**src/rtl/ifetch_pkg.sv**
```systemverilog
// ifetch_pkg: shared types for the instruction prefetch stage.
package ifetch_pkg;

  localparam int INSTR_W = 16;
  localparam int PC_W    = 16;

  typedef enum logic [1:0] {
    LO  = 2'd0,
    HI  = 2'd1,
    CAP = 2'd2
  } fetch_state_e;

  typedef struct packed {
    logic [PC_W-1:0]    pc;
    logic [INSTR_W-1:0] instr;
  } fetch_entry_t;

endpackage

```
**src/rtl/ifetch_fifo.sv**
```systemverilog
// ifetch_fifo: DEPTH-entry synchronous queue of assembled instructions.
// flush wins over push and pop; pop on an empty queue is ignored.
module ifetch_fifo
  import ifetch_pkg::*;
#(
  parameter int DEPTH = 2,
  localparam int CNT_W = $clog2(DEPTH + 1)
) (
  input  logic             clk,
  input  logic             rst_b,
  input  logic             push,
  input  logic             pop,
  input  logic             flush,
  input  fetch_entry_t     push_entry,
  output logic [CNT_W-1:0] count,
  output fetch_entry_t     head,
  output logic             empty
);

  localparam int PTR_W = $clog2(DEPTH);

  fetch_entry_t     mem [DEPTH];
  logic [PTR_W-1:0] wr_ptr;
  logic [PTR_W-1:0] rd_ptr;
  logic             do_pop;

  assign empty  = (count == '0);
  assign do_pop = pop && !empty;
  assign head   = mem[rd_ptr];

  // storage, pointers and occupancy
  always_ff @(posedge clk) begin
    if (!rst_b) begin
      mem    <= '{default: '0};
      wr_ptr <= '0;
      rd_ptr <= '0;
      count  <= '0;
    end else if (flush) begin
      wr_ptr <= '0;
      rd_ptr <= '0;
      count  <= '0;
    end else begin
      if (push) begin
        mem[wr_ptr] <= push_entry;
        wr_ptr      <= wr_ptr + 1'b1;
      end
      if (do_pop) begin
        rd_ptr <= rd_ptr + 1'b1;
      end
      if (push && !do_pop) begin
        count <= count + 1'b1;
      end else if (!push && do_pop) begin
        count <= count - 1'b1;
      end
    end
  end

endmodule

```
**src/rtl/instr_fetch.sv**
```systemverilog
// instr_fetch: prefetches 16-bit instructions from a byte-wide ROM (low byte
// at the even address) into a small queue feeding the core. A redirect
// flushes the queue and restarts fetch at the jump target.
// Optional: define IFETCH_PERF_EN to add StallCnt/FlushCnt counters.
//
// state | meaning
// LO    | idle; start a low-byte read once the queue has room
// HI    | low byte arriving; capture it and request the high byte
// CAP   | high byte arriving; push the instruction, chain the next read if room
module instr_fetch
  import ifetch_pkg::*;
#(
  parameter int              DEPTH    = 2,
  parameter int              ADDR_W   = 12,
  parameter logic [PC_W-1:0] RESET_PC = 16'h0000
) (
  input  logic               Clk,
  input  logic               Rst,
  output logic [ADDR_W-1:0]  RomAddr,
  output logic               RomRd,
  input  logic [7:0]         RomData,
  input  logic               Redirect,
  input  logic [PC_W-1:0]    RedirectPC,
  output logic               InstrValid,
  input  logic               InstrReady,
  output logic [INSTR_W-1:0] Instr,
  output logic [PC_W-1:0]    InstrPC
`ifdef IFETCH_PERF_EN
  ,
  output logic [15:0]        StallCnt,
  output logic [15:0]        FlushCnt
`endif
);

  localparam int              CNT_W     = $clog2(DEPTH + 1);
  localparam logic [CNT_W-1:0] DEPTH_C  = CNT_W'(DEPTH);
  localparam logic [CNT_W-1:0] DEPTH_M1 = CNT_W'(DEPTH - 1);
  localparam logic [PC_W-1:0] RESET_FPC = {RESET_PC[PC_W-1:1], 1'b0};

  fetch_state_e     state;
  fetch_state_e     state_next;
  logic [PC_W-1:0]  fpc;
  logic [PC_W-1:0]  ipc;
  logic [PC_W-1:0]  next_pc;
  logic [PC_W-1:0]  lo_pc;
  logic [7:0]       lo_byte;
  logic [CNT_W-1:0] count;
  logic             empty;
  fetch_entry_t     head;
  fetch_entry_t     push_entry;
  logic             pop;
  logic             push;
  logic             room_lo;
  logic             room_cap;
  logic             issue_lo;
  logic             issue_hi;
  logic             lo_capture;
  logic             unused_bits;

  // Jump targets are halfword aligned; the low bit is dropped on purpose.
  assign unused_bits = RedirectPC[0];

  assign pop        = InstrValid && InstrReady;
  assign next_pc    = ipc + 16'd2;
  assign push_entry = {ipc, RomData, lo_byte};

  // In LO nothing is in flight, so the occupancy alone decides. In CAP the
  // pending push lands this cycle, so a simultaneous pop frees its slot.
  assign room_lo  = (count < DEPTH_C);
  assign room_cap = pop || (count < DEPTH_M1);

  assign InstrValid = !empty;
  assign Instr      = head.instr;
  assign InstrPC    = head.pc;

  ifetch_fifo #(.DEPTH(DEPTH)) u_fifo (
    .clk        (Clk),
    .rst_b      (Rst),
    .push       (push),
    .pop        (pop),
    .flush      (Redirect),
    .push_entry (push_entry),
    .count      (count),
    .head       (head),
    .empty      (empty)
  );

  // state register
  always_ff @(posedge Clk) begin
    if (!Rst) begin
      state <= LO;
    end else begin
      state <= state_next;
    end
  end

  // next-state logic; a redirect always returns to LO
  always_comb begin
    state_next = state;
    if (Redirect) begin
      state_next = LO;
    end else begin
      case (state)
        LO:      if (room_lo) state_next = HI;
        HI:      state_next = CAP;
        CAP:     state_next = room_cap ? HI : LO;
        default: state_next = LO;
      endcase
    end
  end

  // per-state fetch actions
  always_comb begin
    issue_lo   = 1'b0;
    issue_hi   = 1'b0;
    lo_capture = 1'b0;
    push       = 1'b0;
    lo_pc      = fpc;
    if (!Redirect) begin
      case (state)
        LO: begin
          issue_lo = room_lo;
        end
        HI: begin
          lo_capture = 1'b1;
          issue_hi   = 1'b1;
        end
        CAP: begin
          push     = 1'b1;
          issue_lo = room_cap;
          lo_pc    = next_pc;
        end
        default: ;
      endcase
    end
  end

  // ROM request and fetch-address registers
  always_ff @(posedge Clk) begin
    if (!Rst) begin
      RomRd   <= 1'b0;
      RomAddr <= '0;
      fpc     <= RESET_FPC;
      ipc     <= '0;
      lo_byte <= '0;
    end else if (Redirect) begin
      RomRd <= 1'b0;
      fpc   <= {RedirectPC[PC_W-1:1], 1'b0};
    end else begin
      RomRd <= issue_lo || issue_hi;
      if (lo_capture) begin
        lo_byte <= RomData;
      end
      if (push) begin
        fpc <= next_pc;
      end
      if (issue_lo) begin
        ipc     <= lo_pc;
        RomAddr <= lo_pc[ADDR_W-1:0];
      end else if (issue_hi) begin
        RomAddr <= {ipc[ADDR_W-1:1], 1'b1};
      end
    end
  end

`ifdef IFETCH_PERF_EN
  logic [15:0] stall_cnt;
  logic [15:0] flush_cnt;

  assign StallCnt = stall_cnt;
  assign FlushCnt = flush_cnt;

  // saturating stall and flush counters
  always_ff @(posedge Clk) begin
    if (!Rst) begin
      stall_cnt <= '0;
      flush_cnt <= '0;
    end else begin
      if (InstrReady && !InstrValid && !Redirect && (stall_cnt != 16'hFFFF)) begin
        stall_cnt <= stall_cnt + 1'b1;
      end
      if (Redirect && (flush_cnt != 16'hFFFF)) begin
        flush_cnt <= flush_cnt + 1'b1;
      end
    end
  end
`endif

endmodule
```
**config.mk**
```make
export PLATFORM = sky130hd
export DESIGN_NAME = instr_fetch
export DESIGN_NICKNAME = d
export VERILOG_FILES = /design/src/rtl/ifetch_pkg.sv /design/src/rtl/ifetch_fifo.sv /design/src/rtl/instr_fetch.sv
export SDC_FILE = /design/constraint.sdc
export NUM_CORES = 1
export LEC_CHECK = 0
export ABC_AREA = 0
export CAP_MARGIN = 20
export CORE_UTILIZATION = 50
export CTS_BUF_LIST = sky130_fd_sc_hd__clkbuf_4 sky130_fd_sc_hd__clkbuf_8
export DETAILED_ROUTE_END_ITERATION = 12
export HOLD_SLACK_MARGIN = 0.08
export PLACE_DENSITY = 0.86
export SETUP_SLACK_MARGIN = 0.3
export SYNTH_ARGS = -nofsm -noshare
export SYNTH_HDL_FRONTEND = slang
export SYNTH_SLANG_ARGS = --single-unit
```
**constraint.sdc**
```tcl
create_clock -name Clk -period 2.1 [get_ports Clk]
set_clock_uncertainty 0.2 [all_clocks]
set_input_delay 0.315 -clock Clk [delete_from_list [all_inputs] [get_ports Clk]]
set_output_delay 0.315 -clock Clk [all_outputs]
set_load 0.02 [all_outputs]
```
==> summary.md <==
| Metric | Value |
|---|---|
| Outcome | `finished clean` |
| Cell count of the worst reg-to-reg path | `8` |
| Clk_lat worst skew | `0.44 ns` |
| IO Pins | `74` |
| Post-CTS Hold Buffers | `0` |
| Clock root cell | `clkbuf_8` |
| Design area | `0.00773 sq mm` |
| CTS Buffer Depth | `2` |
| Critical-path cell list | `buf_12, buf_16, mux2_4, buf_6` |
| Rel. slew slack | `0.759` |
| RSZ-0062 raised after global routing | `yes` |
| CP max stage cell | `dfxtp_4` |
| Period utilization | `0.977` |
| I/O Buffers | `72` |
| Storage cell area | `0.00249 sq mm` |
| Most frequent cells in the layout | `147 x nand2_1, 111 x dfxtp_1, 81 x a21oi_1, 52 x buf_4, 30 x buf_6` |
| Vias per std cell | `6.03` |
| Vias post-DR | `5600` |
| Fin crit period | `2.05 ns` |
| Commonest non-fill, non-tap cell in the layout | `nand2_1` |
| Multi-input logic area | `0.00318 sq mm` |
| H-tree Lvls | `4` |
| Reg clk slew, reported paths | `0.08 ns` |
| Total negative slack | `0 ns` |
| Combinational fraction of design power | `0.116` |
| Buf+Inv Stages, Crit Path | `3` |
| Yosys cell types | `59` |
| Ys Warns | `0` |
| Drt total wl | `17900 microns` |
| DRC errors left | `0` |
| Most used DFF post-synth | `dfxtp_1` |
| Hold Path Depth | `4` |
| GRT overflow | `0` |
| FP Rows | `38` |
| Cells taking the most area after synthesis | `dfxtp_1 45%, nand2_1 10%, a21oi_1 7.9%` |
| Synth area leader | `dfxtp_1` |
| Vias in the first global route | `5374` |
| Post-synth EDFFs | `0` |
| Max_cap viols | `0` |
| Initial antenna violation count | `0` |
| Cells after Synth | `663` |
| Final HPWL from detailed placement | `9990 microns` |
| Sequential share of power | `0.494` |
| P per Cell Area | `642 mW/mm^2` |
| Syn Nets | `694` |
| Crit. path cell count | `4` |
| Detailed-route wire length per cell | `19.2 microns` |
| # clock sinks | `123` |
| First-pass GRT wire length | `26300 microns` |
| Critical Path Sink Type | `output pin` |
| Synth Cell Area | `0.00552 sq mm` |
| Async set-or-reset flop fraction in the synthesized netlist | `0` |
| Fin util | `0.716` |
| Leakage | `2.96 nW` |
| Fmax achieved | `487 MHz` |
| Final ANT Viol Nets | `0` |
| Tightest Pin Transition | `0.352 ns` |
| Switching Share | `0.271` |
| Fill count | `704` |
| Die area | `0.0115 sq mm` |
| Initial DRC Count | `416` |
| CTS tree | `built` |
| Die H | `107 microns` |
| Die X | `107 microns` |
| Final Hold Vio Count | `0` |
| Power Internal | `3.62 mW` |
| Share of cells above drive strength 1 | `0.327` |
| Largest net degree at the start of global routing | `51` |
| Seq cells post-synth | `123` |
| WS Path Type | `reg2out` |
| Crit-path max FO | `6` |
| Starting Density | `0.512` |
| Cell family with most CP delay | `flip-flops` |
| CP startpoint kind | `register` |
| Setup WS post-layout | `0.0478 ns` |
| Seq/Total Area, Yosys | `0.446` |
| Critical Path AT | `1.54 ns` |
| Clock share of power | `0.391` |
| Overall Power | `4.97 mW` |
| Area growth from synthesis to layout | `40.0%` |
| GRT Resource Usage Total | `0.295` |
| Max incr delay on CP | `0.40 ns` |
| Critical Path RT | `1.58 ns` |
| Slew Viols, Final | `0` |
| Cts bufs inserted | `17` |
| Core area | `0.0108 sq mm` |
| # diodes | `0` |
| Routability congestion estimate from global placement | `0.923` |
| Sw Pwr | `1.35 mW` |
| R2R Setup Slk | `0.19 ns` |
| Post-DP Area | `0.00660 sq mm` |
| Worst vdd ir | `0.000546 V` |
| First drt pass iteration count | `5` |
| DP Worst Slack | `-0.126 ns` |
| Post-Syn Area per Cell | `8.33 sq um` |
| Fin nets | `806` |
| Top-area cell type share of the netlist area | `0.446` |
| Final setup vio count | `0` |
| Hold crit path type | `in2reg` |
state kept, by name, summed over array words and instances, names as in the netlist:
signal and flops:
RomAddr 12, RomRd 1, fpc 16, ipc 16, lo_byte 8, state 2, u_fifo.count 2, u_fifo.mem 64
u_fifo.rd_ptr 1, u_fifo.wr_ptr 1
through the flow:
stage               std cells  hold slack [ns]
floorplan                 663            0.233
global placement          864            0.238
detailed placement        864            0.244
CTS                       911            0.219
global route              928            0.235
finish                    928            0.237
cells in the mapped netlist, drive strengths merged (3+ instances only):
| library cell | n |
|---|---|
| a2111oi | 4 |
| xnor2 | 3 |
| nand2b | 7 |
| and2 | 5 |
| a21oi | 88 |
| nand4 | 8 |
| and3 | 6 |
| clkbuf | 32 |
| ha | 3 |
| o211ai | 7 |
| mux2 | 36 |
| nor2 | 29 |
| nand2 | 150 |
| o311ai | 4 |
| mux2i | 14 |
| a31o | 4 |
| nor4 | 4 |
| buf | 25 |
| inv | 14 |
| nand3 | 19 |
| a31oi | 7 |
| or2 | 3 |
| nor3 | 3 |
| o22ai | 5 |
| o31ai | 4 |
| o21ai | 24 |
| and4 | 3 |
| dfxtp | 123 |
| or4 | 4 |
cell type report:
type                    instances  area share
multi-input cells             469       0.412
flip-flops and latches        123       0.323
repair buffers                150       0.189
inverters                      14     0.00712
clock inverters                12      0.0131
clock buffers                  20      0.0332
well taps                     140      0.0227
worst register-to-register path: cells and delay by family (launching register included):
family	cells	cell delay [ns]
compound gates	1	0.20
buf+inv	3	0.34
simple gates	2	0.43
mux	1	0.12
flops	1	0.36
fa+ha+maj	1	0.18
metal layers:
metal / share of wire / global-route usage / vias up
met5: 0 / 0 / -
li1: - / - / 2532
met3: 0.073 / 0.0644 / 69
met2: 0.50 / 0.518 / 335
met1: 0.38 / 0.342 / 2664
met4: 0.041 / 0.133 / 0
cells by family (layout without fill, tap and decap cells):
group                      Yosys count  in the layout  share of synthesized area
xor gates and xnor gates             5              5                    0.00793
muxes                               50             50                     0.0988
DFF                                123            123                      0.446
buffers and inverters               71            196                     0.0600
adders and majority gates            3              3                    0.00680
and+or+nand+nor                    247            247                      0.206
AOI/OAI and AO/OA                  164            164                      0.175
power groups by stage:
stage	clock network, mW	logic [mW]	registers, mW
final	1.94	0.574	2.45
after global routing	2.06	0.603	2.46
after CTS	1.94	0.478	2.44
after detailed placement	0	0.449	2.50
after global placement	0	0.436	2.50
after floorplan	0	0.238	2.50
path summary, 6_finish.rpt:
kind              startpoint              to
min reg2reg   u_fifo.mem[24]  u_fifo.mem[24]
min               InstrReady   u_fifo.rd_ptr
max reg2reg  u_fifo.count[1]         ipc[14]
max            u_fifo.rd_ptr     InstrPC[14]
what timing repair did:
action | in CTS | in global routing
setup endpoints to repair | 114 | 67
pin swaps | 7 | 17
setup buffers | 12 | 16
cloned | 3 | 1
resized for setup | 240 | 77
(Power assumes the default switching activity.)
